### config.mk
export PLATFORM = sky130hd
export DESIGN_NAME = shape_stamp
export DESIGN_NICKNAME = d
export VERILOG_FILES = /design/src/rtl/tetris_pkg.sv /design/src/rtl/cell_locate.sv /design/src/rtl/shape_stamp.sv
export SDC_FILE = /design/constraint.sdc
export NUM_CORES = 1
export LEC_CHECK = 0
export ABC_AREA = 1
export CORE_UTILIZATION = 45
export DETAILED_ROUTE_END_ITERATION = 8
export PLACE_DENSITY_LB_ADDON = 0.25
export SLEW_MARGIN = 20
export SYNTH_ARGS = -nofsm -noshare
export SYNTH_HDL_FRONTEND = slang
export SYNTH_HIERARCHICAL = 1
export SYNTH_SLANG_ARGS = --single-unit
### constraint.sdc
create_clock -name clk -period 5.7 [get_ports clk]
set_input_delay 0.57 -clock clk [delete_from_list [all_inputs] [get_ports clk]]
set_output_delay 0.57 -clock clk [all_outputs]
set_load 0.01 [all_outputs]
### src/rtl/tetris_pkg.sv
// Shared types and board geometry for the piece stamping logic.
package tetris_pkg;

  typedef logic [2:0] cell_t;
  localparam cell_t CELL_EMPTY = 3'b000;

  localparam int SHAPE_SIZE = 4;
  localparam int BOARD_W    = 10;
  localparam int BOARD_H    = 20;
  localparam int ADDR_W     = $clog2(BOARD_W * BOARD_H);
  localparam int CELLS      = SHAPE_SIZE * SHAPE_SIZE;
  localparam int IDX_W      = $clog2(CELLS);
  localparam int COL_W      = $clog2(SHAPE_SIZE);
  localparam int GRID_W     = 3 * CELLS;

  typedef enum logic [2:0] {
    IDLE        = 3'd0,
    CHECK       = 3'd1,
    CHECK_DRAIN = 3'd2,
    WRITE       = 3'd3,
    DONE        = 3'd4
  } state_t;

  function automatic cell_t grid_cell(input logic [GRID_W-1:0] grid, input logic [IDX_W-1:0] idx);
    return grid[int'(idx) * 3 +: 3];
  endfunction

endpackage

### src/rtl/cell_locate.sv
// Maps a grid index at a signed piece origin onto the board: bounds flags and RAM address.
module cell_locate
  import tetris_pkg::*;
(
  input  logic [4:0]        pos_x,
  input  logic [5:0]        pos_y,
  input  logic [IDX_W-1:0]  idx,
  output logic              in_bounds,
  output logic              above_top,
  output logic [ADDR_W-1:0] addr
);

  logic signed [6:0] x_s;
  logic signed [6:0] y_s;
  int unsigned       addr_wide;

  // Rows above the board count as in bounds so spawning pieces can poke out of the top.
  always_comb begin
    x_s       = $signed({{2{pos_x[4]}}, pos_x}) + $signed({{(7-COL_W){1'b0}}, idx[COL_W-1:0]});
    y_s       = $signed({pos_y[5], pos_y}) + $signed({{(7-(IDX_W-COL_W)){1'b0}}, idx[IDX_W-1:COL_W]});
    above_top = y_s[6];
    in_bounds = !x_s[6] && (x_s < $signed(7'(BOARD_W))) && (y_s < $signed(7'(BOARD_H)));
    addr_wide = int'(y_s[5:0]) * BOARD_W + int'(x_s[5:0]);
    if (in_bounds && !above_top) begin
      addr = ADDR_W'(addr_wide);
    end else begin
      addr = {ADDR_W{1'b0}};
    end
  end

endmodule

### src/rtl/shape_stamp.sv
// Checks a 4x4 piece grid against the board RAM and, in commit mode, writes it in.
module shape_stamp
  import tetris_pkg::*;
(
  input  logic              clk,
  input  logic              reset,
  input  logic              start,
  input  logic              commit,
  input  logic [GRID_W-1:0] shape_in,
  input  logic [4:0]        pos_x,
  input  logic [5:0]        pos_y,
  output logic [ADDR_W-1:0] rd_addr,
  input  logic [2:0]        rd_data,
  output logic              wr_en,
  output logic [ADDR_W-1:0] wr_addr,
  output logic [2:0]        wr_data,
  output logic              busy,
  output logic              done,
  output logic              collision
);

  state_t            state_q, state_d;
  logic [IDX_W-1:0]  idx_q, idx_d;
  logic [GRID_W-1:0] shape_q, shape_d;
  logic [4:0]        pos_x_q, pos_x_d;
  logic [5:0]        pos_y_q, pos_y_d;
  logic              commit_q, commit_d;
  logic              collision_q, collision_d;
  logic              rd_pend_q, rd_pend_d;

  cell_t             cell_s;
  logic              full_s;
  logic              in_bounds_s;
  logic              above_top_s;
  logic [ADDR_W-1:0] addr_s;

  cell_locate u_locate (
    .pos_x     (pos_x_q),
    .pos_y     (pos_y_q),
    .idx       (idx_q),
    .in_bounds (in_bounds_s),
    .above_top (above_top_s),
    .addr      (addr_s)
  );

  assign cell_s = grid_cell(shape_q, idx_q);
  assign full_s = (cell_s != CELL_EMPTY);

  // State register and operation context.
  always_ff @(posedge clk) begin
    if (reset) begin
      state_q     <= IDLE;
      idx_q       <= {IDX_W{1'b0}};
      shape_q     <= {GRID_W{1'b0}};
      pos_x_q     <= 5'd0;
      pos_y_q     <= 6'd0;
      commit_q    <= 1'b0;
      collision_q <= 1'b0;
      rd_pend_q   <= 1'b0;
    end else begin
      state_q     <= state_d;
      idx_q       <= idx_d;
      shape_q     <= shape_d;
      pos_x_q     <= pos_x_d;
      pos_y_q     <= pos_y_d;
      commit_q    <= commit_d;
      collision_q <= collision_d;
      rd_pend_q   <= rd_pend_d;
    end
  end

  // Next state; a read issued last cycle is resolved here against rd_data.
  always_comb begin
    state_d     = state_q;
    idx_d       = idx_q;
    shape_d     = shape_q;
    pos_x_d     = pos_x_q;
    pos_y_d     = pos_y_q;
    commit_d    = commit_q;
    rd_pend_d   = 1'b0;
    collision_d = collision_q | (rd_pend_q && (rd_data != CELL_EMPTY));
    case (state_q)
      IDLE: begin
        if (start) begin
          state_d     = CHECK;
          idx_d       = {IDX_W{1'b0}};
          shape_d     = shape_in;
          pos_x_d     = pos_x;
          pos_y_d     = pos_y;
          commit_d    = commit;
          collision_d = 1'b0;
        end else begin
          state_d = IDLE;
        end
      end
      CHECK: begin
        idx_d = idx_q + 4'd1;
        if (full_s && !in_bounds_s) begin
          collision_d = 1'b1;
        end else if (full_s && !above_top_s) begin
          rd_pend_d = 1'b1;
        end else begin
          rd_pend_d = 1'b0;
        end
        if (idx_q == 4'd15) begin
          state_d = CHECK_DRAIN;
        end else begin
          state_d = CHECK;
        end
      end
      CHECK_DRAIN: begin
        if (!commit_q || collision_d) begin
          state_d = DONE;
        end else begin
          state_d = WRITE;
        end
      end
      WRITE: begin
        idx_d = idx_q + 4'd1;
        if (idx_q == 4'd15) begin
          state_d = DONE;
        end else begin
          state_d = WRITE;
        end
      end
      DONE: begin
        state_d = IDLE;
      end
      default: begin
        state_d = IDLE;
        idx_d   = {IDX_W{1'b0}};
      end
    endcase
  end

  // Output decode from the registered state.
  always_comb begin
    rd_addr   = {ADDR_W{1'b0}};
    wr_en     = 1'b0;
    wr_addr   = {ADDR_W{1'b0}};
    wr_data   = 3'b000;
    busy      = 1'b0;
    done      = 1'b0;
    collision = collision_q;
    case (state_q)
      CHECK: begin
        busy = 1'b1;
        if (full_s && in_bounds_s && !above_top_s) begin
          rd_addr = addr_s;
        end else begin
          rd_addr = {ADDR_W{1'b0}};
        end
      end
      CHECK_DRAIN: begin
        busy = 1'b1;
      end
      WRITE: begin
        busy = 1'b1;
        if (full_s && in_bounds_s && !above_top_s) begin
          wr_en   = 1'b1;
          wr_addr = addr_s;
          wr_data = cell_s;
        end else begin
          wr_en = 1'b0;
        end
      end
      DONE: begin
        done = 1'b1;
      end
      default: begin
        busy = 1'b0;
      end
    endcase
  end

endmodule
==> results of run 1 <==
[flip-flops by register name (all words and copies together) (netlist names)]
| register | flops |
|---|---|
| shape_q | 48 |
| rd_pend_q | 1 |
| idx_q | 4 |
| collision | 1 |
| pos_y_q | 6 |
| commit_q | 1 |
| pos_x_q | 5 |
| state_q | 3 |
[where the power goes]
part	leakage (uW)	internal [uW]	total, uW	switching, uW
Clock	0.0000943	202	387	185
Combinational	0.00159	119	275	156
Sequential	0.000569	518	534	16.2
Total	0.00225	839	1200	357
[final timing paths]
path | from | end
min reg2reg | shape_q[17] | shape_q[17]
max | idx_q[2] | wr_addr[6]
min | shape_q[17] | shape_q[17]
max reg2reg | idx_q[2] | rd_pend_q
[metrics by stage]
| stage | cells | area, sq um | total power (uW) | util, % |
|---|---|---|---|---|
| floorplan | 600 | 4060 | 728 | - |
| global placement | 769 | 4950 | 815 | 56.8 |
| detailed placement | 769 | 4950 | 821 | 56.8 |
| CTS | 785 | 5140 | 1210 | 58.9 |
| global route | 785 | 5140 | 1260 | 58.9 |
| finish | 785 | 5140 | 1200 | 58.9 |
[placed cells by master, fill, tap and decap left out, types with 7 or more instances in the layout]
master / instances
a21oi_1: 73
clkbuf_8: 9
clkdlybuf4s50_1: 88
dfxtp_1: 69
ha_1: 17
inv_1: 88
nand2_1: 118
nand2_2: 7
nand3_1: 57
nor2_1: 30
nor2_2: 19
o21ai_0: 47
[layout make-up]
| type | instances | area share [%] |
|---|---|---|
| Inverter | 94 | 6.87 |
| Timing Repair Buffer | 93 | 17.9 |
| Clock buffer | 12 | 2.63 |
| Tap cell | 108 | 2.63 |
| Sequential cell | 69 | 26.9 |
| Multi-Input combinational cell | 405 | 42.1 |
| Clock inverter | 4 | 0.950 |
[kinds of logic after synthesis]
family	count (synthesis)	share of synthesized area [%]
DFF	69	34.0
adders and majority gates	21	7.22
xor gates and xnor gates	7	1.51
buffers and inverters	126	12.7
and+or+nand+nor	245	27.5
AOI/OAI and AO/OA	132	17.1
[worst reg2reg max path, delay by kind of cell (launching register included)]
family | cells | cell delay (ps)
simple gates | 4 | 640
compound gates | 2 | 360
buf+inv | 1 | 40
xor+xnor | 1 | 250
flops | 1 | 420
fa+ha+maj | 2 | 700
[cell usage after synthesis (all sizes together)]
cell    instances  area (sq um)
xor2            1          8.76
o21bai          1          7.51
a31oi           1          6.26
fa              4          80.1
clkinv          1          3.75
buf            12          86.3
ha             17           213
dfxtp          69          1380
o21ai          49           245
o21a            1          7.51
nand3          61           333
nand2         125           484
nor3            2          10.0
a22oi           1          7.51
nor2           50           243
nand3b          2          15.0
nand4           4          25.0
inv            93           349
o22ai           1          6.26
xnor2           6          52.6
or2             1          6.26
a21oi          74           382
clkbuf         20          75.1
o211ai          4          30.0
[layer usage]
| metal | GRT usage (%) | share of wire [%] |
|---|---|---|
| met1 | 27.3 | 46 |
| met2 | 36.0 | 46 |
| met3 | 4.84 | 5.3 |
| met4 | 7.46 | 2.2 |
| met5 | 0 | 0 |
==> flow_metrics.py, run 1 <==
metrics = {
    "final_layout": {
        "area_delta_synth_final_pct": 26.6,
        "seqCellArea_sq_um": 1380,
        "final_net_count": 759,
        "antennaDiodeCount": 0,
        "multi_input_area_sq_um": 2160,
        "drive_above_1_share_pct": 8.27,
        "fillers": 830,
    },
    "sta": {
        "finalHoldViolations": 0,
        "slew_headroom_pct": 32.6,
        "max_freq_ghz": 0.199,
        "setup_viol_count_final": 0,
        "finalWorstSetupSlack_ps": 671,
        "fin_crit_ps": 5030,
        "slew_violations": 0,
        "worst_clock_skew_ps": 7.04,
        "fin_setup_tns_ps": 0,
        "finalCritPeriodShare_pct": 88.2,
        "rsz0062_at_grt": "false",
        "hold_ws_ps": 456,
        "worstMarginPinSlew_ps": 1010,
    },
    "placed_design": {
        "gp_congestion": 0.857,
        "hpwlAfterDp_microns": 7170,
        "post-place-ws_ps": 1030,
        "port_buffers": 88,
    },
    "detailed_routing": {
        "firstDrtPassIters": 5,
        "drc": 0,
        "post_drt_wl_per_cell_microns": 12.2,
        "drtAntennaViolNets": 0,
        "dr.first_iter.drc_count": 176,
        "vias": 3890,
        "vias_per_cell": 4.96,
        "totalWireLength_microns": 9620,
    },
    "worst_hold_path": {
        "whs_path_depth": 2,
        "min_path_type": "reg -> reg",
    },
    "logic_synthesis": {
        "ys_ff_latch": 69,
        "synth_cells": 600,
        "postSynthNetCount": 687,
        "syn_area_per_cell_sq_um": 6.76,
        "ys_warn_count": 6,
        "seq_area_frac_synth_pct": 34.0,
        "syn-cell-area_sq_um": 4060,
        "yosysUniqueCellTypes": 34,
    },
    "setup_path": {
        "critPathMostFrequentCell": "ha_1",
        "cp_slowest_cell": "clkdlybuf4s50_1",
        "cp_cell_sequence": "ha_1 > fa_1 > ha_1 > ha_1 > fa_1 > ha_1 > nand2_1 > or2_2 > nand3_1 > nand2_1 > nand2_1 > inv_1 > nor2_2 > inv_1 > nor2_2 > clkdlybuf4s50_1",
        "crit_buf_inv": 3,
        "cp.depth": 16,
        "crit_type": "reg -> out",
        "crit_path_start_kind": "register",
        "slowest_delay_ps": 560,
        "ff2ff_path_depth": 10,
        "worst-r2r-setup-slack_ps": 3220,
        "cp_top_family": "adder cells",
        "crit_arrival_ps": 4460,
        "crit_path_end_kind": "primary output",
        "worst-path-max-fanout": 11,
        "worstPathRequired_ps": 5130,
    },
    "floorplan": {
        "dieArea_sq_um": 9400,
        "io_pins": 89,
        "fp.coreArea_sq_um": 8720,
        "row_count": 34,
        "die_w_microns": 97.0,
        "start_util_pct": 46.5,
        "fp.dieH_microns": 97.0,
    },
    "cts": {
        "clk_path_buf_depth": 2,
        "cts_made_buffers": 9,
        "clock_latency_ps": 340,
        "post_cts_resized": 0,
        "clock-sinks": 69,
        "tritoncts": "built",
        "cts_setup_buffers": 0,
        "path_clk_slew_ps": 80,
        "clock_tree.htree_level_count": 3,
        "cts_root_buf": "clkbuf_8",
        "cts.hold.buffers_added": 0,
    },
    "grt": {
        "grt_antenna_before_repair": 0,
        "grt_pass1_vias": 3783,
        "grt-ovfl-total": 0,
        "grt_pass1_wl_microns": 16700,
        "grt_max_degree": 56,
        "gr-usage-all-layers_pct": 21.5,
    },
    "run": {
        "maxCapViolCount": 0,
    },
    "outcome": {
        "status": "finished, final reports clean",
    },
    "power_and_ir_drop": {
        "peakVddDrop_uv": 156,
        "leakage_uw": 0.00225,
        "powerDensity_nw_per_um2": 233,
    },
}
Note: power is estimated with default switching activity, not from simulation.
==> run 2, diff against run 1 <==
--- a/config.mk
+++ b/config.mk
@@ -7,8 +7,10 @@
 export LEC_CHECK = 0
 export ABC_AREA = 1
 export CORE_UTILIZATION = 45
+export CTS_CLUSTER_SIZE = 30
 export DETAILED_ROUTE_END_ITERATION = 8
 export PLACE_DENSITY_LB_ADDON = 0.25
+export REMOVE_ABC_BUFFERS = 1
 export SLEW_MARGIN = 20
 export SYNTH_ARGS = -nofsm -noshare
 export SYNTH_HDL_FRONTEND = slang
==> flow_metrics.py, run 2 (synthesis gave the netlist of run 1 again) <==
metrics = {
    "grt": {
        "grt_pass1_vias": 3813,
        "grt_max_degree": 61,
        "grt-ovfl-total": 0,
        "grt_pass1_wl_microns": 16700,
        "grt_antenna_before_repair": 0,
        "gr-usage-all-layers_pct": 21.4,
    },
    "setup_path": {
        "startpoint": "idx_q[2]",
        "cp_slowest_cell": "clkdlybuf4s50_1",
        "cp_cell_sequence": "ha_1 > fa_1 > xnor2_1 > inv_1 > ha_1 > ha_1 > fa_1 > ha_1 > nand2_1 > or2_2 > nand3_1 > nand2_1 > nand2_1 > inv_1 > nor2_2 > inv_1 > nor2_1 > clkdlybuf4s50_1",
        "cp_top_family": "adder cells",
        "crit_buf_inv": 4,
        "slowest_delay_ps": 550,
        "crit_path_end_kind": "primary output",
        "worstReg2RegStart": "idx_q[0]",
        "crit_type": "reg -> out",
        "worstPathRequired_ps": 5130,
        "critPathMostFrequentCell": "ha_1",
        "worst-path-max-fanout": 11,
        "crit_path_start_kind": "register",
        "crit_arrival_ps": 4420,
    },
    "final_layout": {
        "utilization_pct": 59.2,
        "area_delta_synth_final_pct": 27.2,
        "fillers": 829,
        "layout_common_cells": "nand2_1, clkdlybuf4s50_1, inv_1",
        "antennaDiodeCount": 0,
        "final_common_cell": "nand2_1",
        "stdcell_count": 786,
        "top_register": "shape_q",
        "largest_reg_flops": 48,
        "reg_top3": "shape_q: 48 flops, pos_y_q: 6 flops, pos_x_q: 5 flops",
        "seqCellArea_sq_um": 1380,
        "final_net_count": 760,
        "drive_above_1_share_pct": 8.85,
        "multi_input_area_sq_um": 2160,
    },
    "floorplan": {
        "fp.dieH_microns": 97.0,
        "die_w_microns": 97.0,
        "dieArea_sq_um": 9400,
        "start_util_pct": 46.5,
        "io_pins": 89,
        "fp.coreArea_sq_um": 8720,
        "row_count": 34,
    },
    "run": {
        "maxCapViolCount": 0,
    },
    "cts": {
        "clk_path_buf_depth": 2,
        "cts.hold.buffers_added": 0,
        "path_clk_slew_ps": 70,
        "clock-sinks": 69,
        "clock_latency_ps": 340,
        "cts_made_buffers": 9,
        "cts_setup_buffers": 0,
        "tritoncts": "built",
        "cts_root_buf": "clkbuf_8",
        "post_cts_resized": 0,
        "clock_tree.htree_level_count": 3,
    },
    "power_and_ir_drop": {
        "leakage_uw": 0.00226,
        "peakVddDrop_uv": 125,
        "powerDensity_nw_per_um2": 234,
    },
    "placed_design": {
        "hpwlAfterDp_microns": 6990,
        "port_buffers": 88,
        "gp_congestion": 0.853,
        "dp_cells": 770,
    },
    "sta": {
        "fin_setup_tns_ps": 0,
        "setup_viol_count_final": 0,
        "slew_violations": 0,
        "slew_headroom_pct": 51.6,
        "fin_crit_ps": 4990,
        "max_freq_ghz": 0.201,
        "rsz0062_at_grt": "false",
        "finalCritPeriodShare_pct": 87.5,
        "worst_clock_skew_ps": 10.2,
        "finalHoldViolations": 0,
        "worstMarginPinSlew_ps": 723,
    },
    "detailed_routing": {
        "vias": 3967,
        "drc": 0,
        "post_drt_wl_per_cell_microns": 12.3,
        "dr.first_iter.drc_count": 182,
        "firstDrtPassIters": 4,
        "drtAntennaViolNets": 0,
        "vias_per_cell": 5.05,
        "totalWireLength_microns": 9630,
    },
    "outcome": {
        "status": "finished, final reports clean",
    },
    "worst_hold_path": {
        "hold_start": "shape_q[4]",
        "min_path_type": "reg -> reg",
    },
}
[run 2: worst register-to-register path: stages (launching register included)]
cell,delay [ps]
dfxtp_1,310
buf_4,320
ha_1,260
inv_1,60
fa_1,410
inv_1,90
nand3_1,60
nand2_1,60
nand2_1,90
clkinv_1,50
nand2_1,70
nor2_4,160
o21a_1,160
inv_1,40
nor2_1,170
nand3_2,210
nor2_1,140
[run 2: stage by stage]
| stage | hold slack [ps] | total power (uW) | cell area [sq um] | setup WS [ps] |
|---|---|---|---|---|
| 3_5_place_dp | 444 | 820 | 4960 | 1070 |
| 6_report | 454 | 1210 | 5160 | 713 |
| 3_3_place_gp | 439 | 813 | 4960 | 1180 |
| 5_1_grt | 470 | 1280 | 5160 | 420 |
| 4_1_cts | 456 | 1220 | 5160 | 689 |
| 2_1_floorplan | 431 | 715 | 3900 | 1800 |
[run 2: metal layers]
| layer | share of wire, % | track usage [%] | vias up |
|---|---|---|---|
| met5 | 0 | 0 | - |
| li1 | - | - | 2057 |
| met1 | 46 | 26.8 | 1771 |
| met2 | 47 | 36.8 | 120 |
| met4 | 2.1 | 8.61 | 0 |
| met3 | 4.8 | 3.25 | 19 |
[run 2: path summary, 6_finish.rpt]
| path | to | cells after the start | slack (ps) |
|---|---|---|---|
| hold reg to reg | shape_q[4] | 2 | 450 |
| setup / recovery | rd_addr[6] | 18 | 710 |
| hold / removal | shape_q[4] | 2 | 450 |
| setup reg to reg | rd_pend_q | 16 | 2980 |
[run 2: final cells by class]
class	instances	share of cell area [%]
multi-input combinational	405	41.9
clock buffer	11	2.74
inverter	94	6.84
clock inverter	5	1.14
sequential	69	26.8
timing repair buffer	94	17.9
tap	108	2.62
[run 2: power by group]
part	switching, uW	internal [uW]	total [uW]	leakage (uW)
Sequential	14.3	518	532	0.000569
Clock	186	215	401	0.0000959
Combinational	158	119	277	0.00160
Total	358	852	1210	0.00226
==> run 3, diff against run 2 <==
--- a/config.mk
+++ b/config.mk
@@ -9,7 +9,9 @@
 export CORE_UTILIZATION = 45
 export CTS_CLUSTER_SIZE = 30
 export DETAILED_ROUTE_END_ITERATION = 8
+export GPL_ROUTABILITY_DRIVEN = 0
 export PLACE_DENSITY_LB_ADDON = 0.25
+export RECOVER_POWER = 25
 export REMOVE_ABC_BUFFERS = 1
 export SLEW_MARGIN = 20
 export SYNTH_ARGS = -nofsm -noshare
==> flow_metrics.py, run 3 (synthesis gave the netlist of run 1 again) <==
metrics = {
    "final_layout": {
        "drive_above_1_share_pct": 8.12,
        "layout_common_cells": "nand2_1, inv_1, clkdlybuf4s50_1",
        "final_common_cell": "nand2_1",
        "reg_top3": "shape_q: 48 flops, pos_y_q: 6 flops, pos_x_q: 5 flops",
        "antennaDiodeCount": 0,
        "largest_reg_flops": 48,
        "top_register": "shape_q",
        "final_net_count": 760,
        "area_delta_synth_final_pct": 26.5,
        "stdcell_count": 785,
    },
    "setup_path": {
        "cp_slowest_cell": "clkdlybuf4s50_1",
        "crit_arrival_ps": 4400,
        "worst-path-max-fanout": 11,
        "worstPathRequired_ps": 5130,
        "crit_path_start_kind": "register",
        "critPathMostFrequentCell": "ha_1",
        "slowest_delay_ps": 550,
        "cp_cell_sequence": "ha_1 > fa_1 > xnor2_1 > inv_1 > ha_1 > ha_1 > fa_1 > ha_1 > nand2_1 > or2_2 > nand3_1 > nand2_1 > nand2_1 > inv_1 > nor2_2 > inv_1 > nor2_1 > clkdlybuf4s50_1",
        "crit_type": "reg -> out",
        "crit_path_end_kind": "primary output",
    },
    "cts": {
        "cts_made_buffers": 9,
        "path_clk_slew_ps": 80,
        "clock_latency_ps": 350,
        "clk_path_buf_depth": 2,
        "tritoncts": "built",
        "post_cts_resized": 0,
        "clock_tree.htree_level_count": 3,
        "cts_setup_buffers": 0,
        "cts.hold.buffers_added": 0,
        "cts_root_buf": "clkbuf_8",
        "clock-sinks": 69,
    },
    "power_and_ir_drop": {
        "p_sw_uw": 360,
        "leakage_uw": 0.00225,
        "p_seq_share_pct": 44.6,
        "comb_power_share_pct": 22.9,
        "powerDensity_nw_per_um2": 233,
        "switching_share_pct": 30.1,
        "peakVddDrop_uv": 104,
        "p_clk_share_pct": 32.5,
        "p_int_uw": 835,
    },
    "grt": {
        "top_usage_layer": "met2",
        "met1_usage_pct": 28.3,
        "grt_pass1_wl_microns": 16700,
        "use_met3_pct": 3.83,
        "grt_pass1_vias": 3716,
        "grt_max_degree": 55,
        "grt-ovfl-total": 0,
        "use_met2_pct": 35.4,
        "gr-usage-all-layers_pct": 21.5,
        "grt_antenna_before_repair": 0,
    },
    "detailed_routing": {
        "firstDrtPassIters": 4,
        "post_drt_wl_per_cell_microns": 12.3,
        "drc": 0,
        "vias_per_cell": 5.07,
        "vias": 3982,
        "totalWireLength_microns": 9650,
        "dr.first_iter.drc_count": 152,
        "drtAntennaViolNets": 0,
    },
    "placed_design": {
        "dp_cells": 770,
        "port_buffers": 88,
        "post-place-ws_ps": 1080,
        "hpwlAfterDp_microns": 6950,
    },
    "worst_hold_path": {
        "min_path_type": "reg -> reg",
    },
    "outcome": {
        "violations": "max-capacitance violations, max-slew violations",
        "status": "complete, but fails checks",
    },
    "sta": {
        "fin_setup_tns_ps": 0,
        "finalCritPeriodShare_pct": 87.2,
        "hold_ws_ps": 454,
        "finalWorstSetupSlack_ps": 729,
        "slew_violations": 49,
        "worst_clock_skew_ps": 12.1,
        "fin_crit_ps": 4970,
        "worstMarginPinSlew_ps": 1730,
        "rsz0062_at_grt": "false",
        "finalHoldViolations": 0,
        "max_freq_ghz": 0.201,
        "slew_headroom_pct": -15.2,
        "setup_viol_count_final": 0,
    },
    "floorplan": {
        "fp.dieH_microns": 97.0,
        "dieArea_sq_um": 9400,
        "start_util_pct": 46.5,
        "row_count": 34,
        "die_w_microns": 97.0,
        "fp.coreArea_sq_um": 8720,
        "io_pins": 89,
    },
    "run": {
        "maxCapViolCount": 2,
    },
}
==> run 3: cell count changes in the layout (fill, tap and decap cells not counted) <==
cell             change
nand2_1              +1
buf_4                -3
clkdlybuf4s50_1      -4
clkbuf_8             -1
clkinvlp_4           -1
clkinv_1             +1
dlygate4sd3_1        +4
inv_6                -1
clkinv_4             +2
inv_2                -1
clkbuf_1             +2
nand2_2              -1
clkinv_2             +1
==> run 3: power groups by stage <==
| stage | combinational, uW | clock, uW | sequential [uW] |
|---|---|---|---|
| final | 274 | 388 | 532 |
| after global routing | 311 | 420 | 536 |
| after CTS | 278 | 395 | 532 |
| after detailed placement | 276 | 0 | 544 |
| after global placement | 271 | 0 | 542 |
| after floorplan | 170 | 0 | 545 |
==> run 3: layer usage <==
| layer | routed length, microns | vias to the layer above |
|---|---|---|
| li1 | - | 2063 |
| met1 | 4400 | 1798 |
| met2 | 4600 | 105 |
| met3 | 502 | 16 |
| met4 | 153 | 0 |
| met5 | 0 | - |
==> run 3: final timing paths <==
check	startpoint	to	slack (ps)	cells after the start
hold reg to reg	shape_q[42]	shape_q[42]	450	2
setup / recovery	idx_q[2]	rd_addr[6]	730	18
hold / removal	shape_q[42]	shape_q[42]	450	2
setup reg to reg	state_q[1]	shape_q[43]	1950	8
==> run 3: cell type report <==
type	count	area [sq um]
Fill cell	843	3590
Clock buffer	9	124
Multi-Input combinational cell	405	2160
Sequential cell	69	1380
Tap cell	108	135
Timing Repair Buffer	94	915
Clock inverter	6	65.1
Inverter	94	353
==> run 3: metrics by stage <==
| stage | instance area [sq um] | util (%) | power [uW] |
|---|---|---|---|
| after floorplan | 3900 | - | 715 |
| after global placement | 4960 | 56.9 | 813 |
| after detailed placement | 4960 | 56.9 | 820 |
| after CTS | 5150 | 59.0 | 1210 |
| after global routing | 5130 | 58.9 | 1270 |
| final | 5130 | 58.9 | 1190 |
==> run 3: worst max-delay path: cells and delay by family (launching register included) <==
family,cells,cell delay (ps)
fa+ha+maj,6,1890
flops,1,420
buf+inv,4,730
xor+xnor,1,280
simple gates,7,750
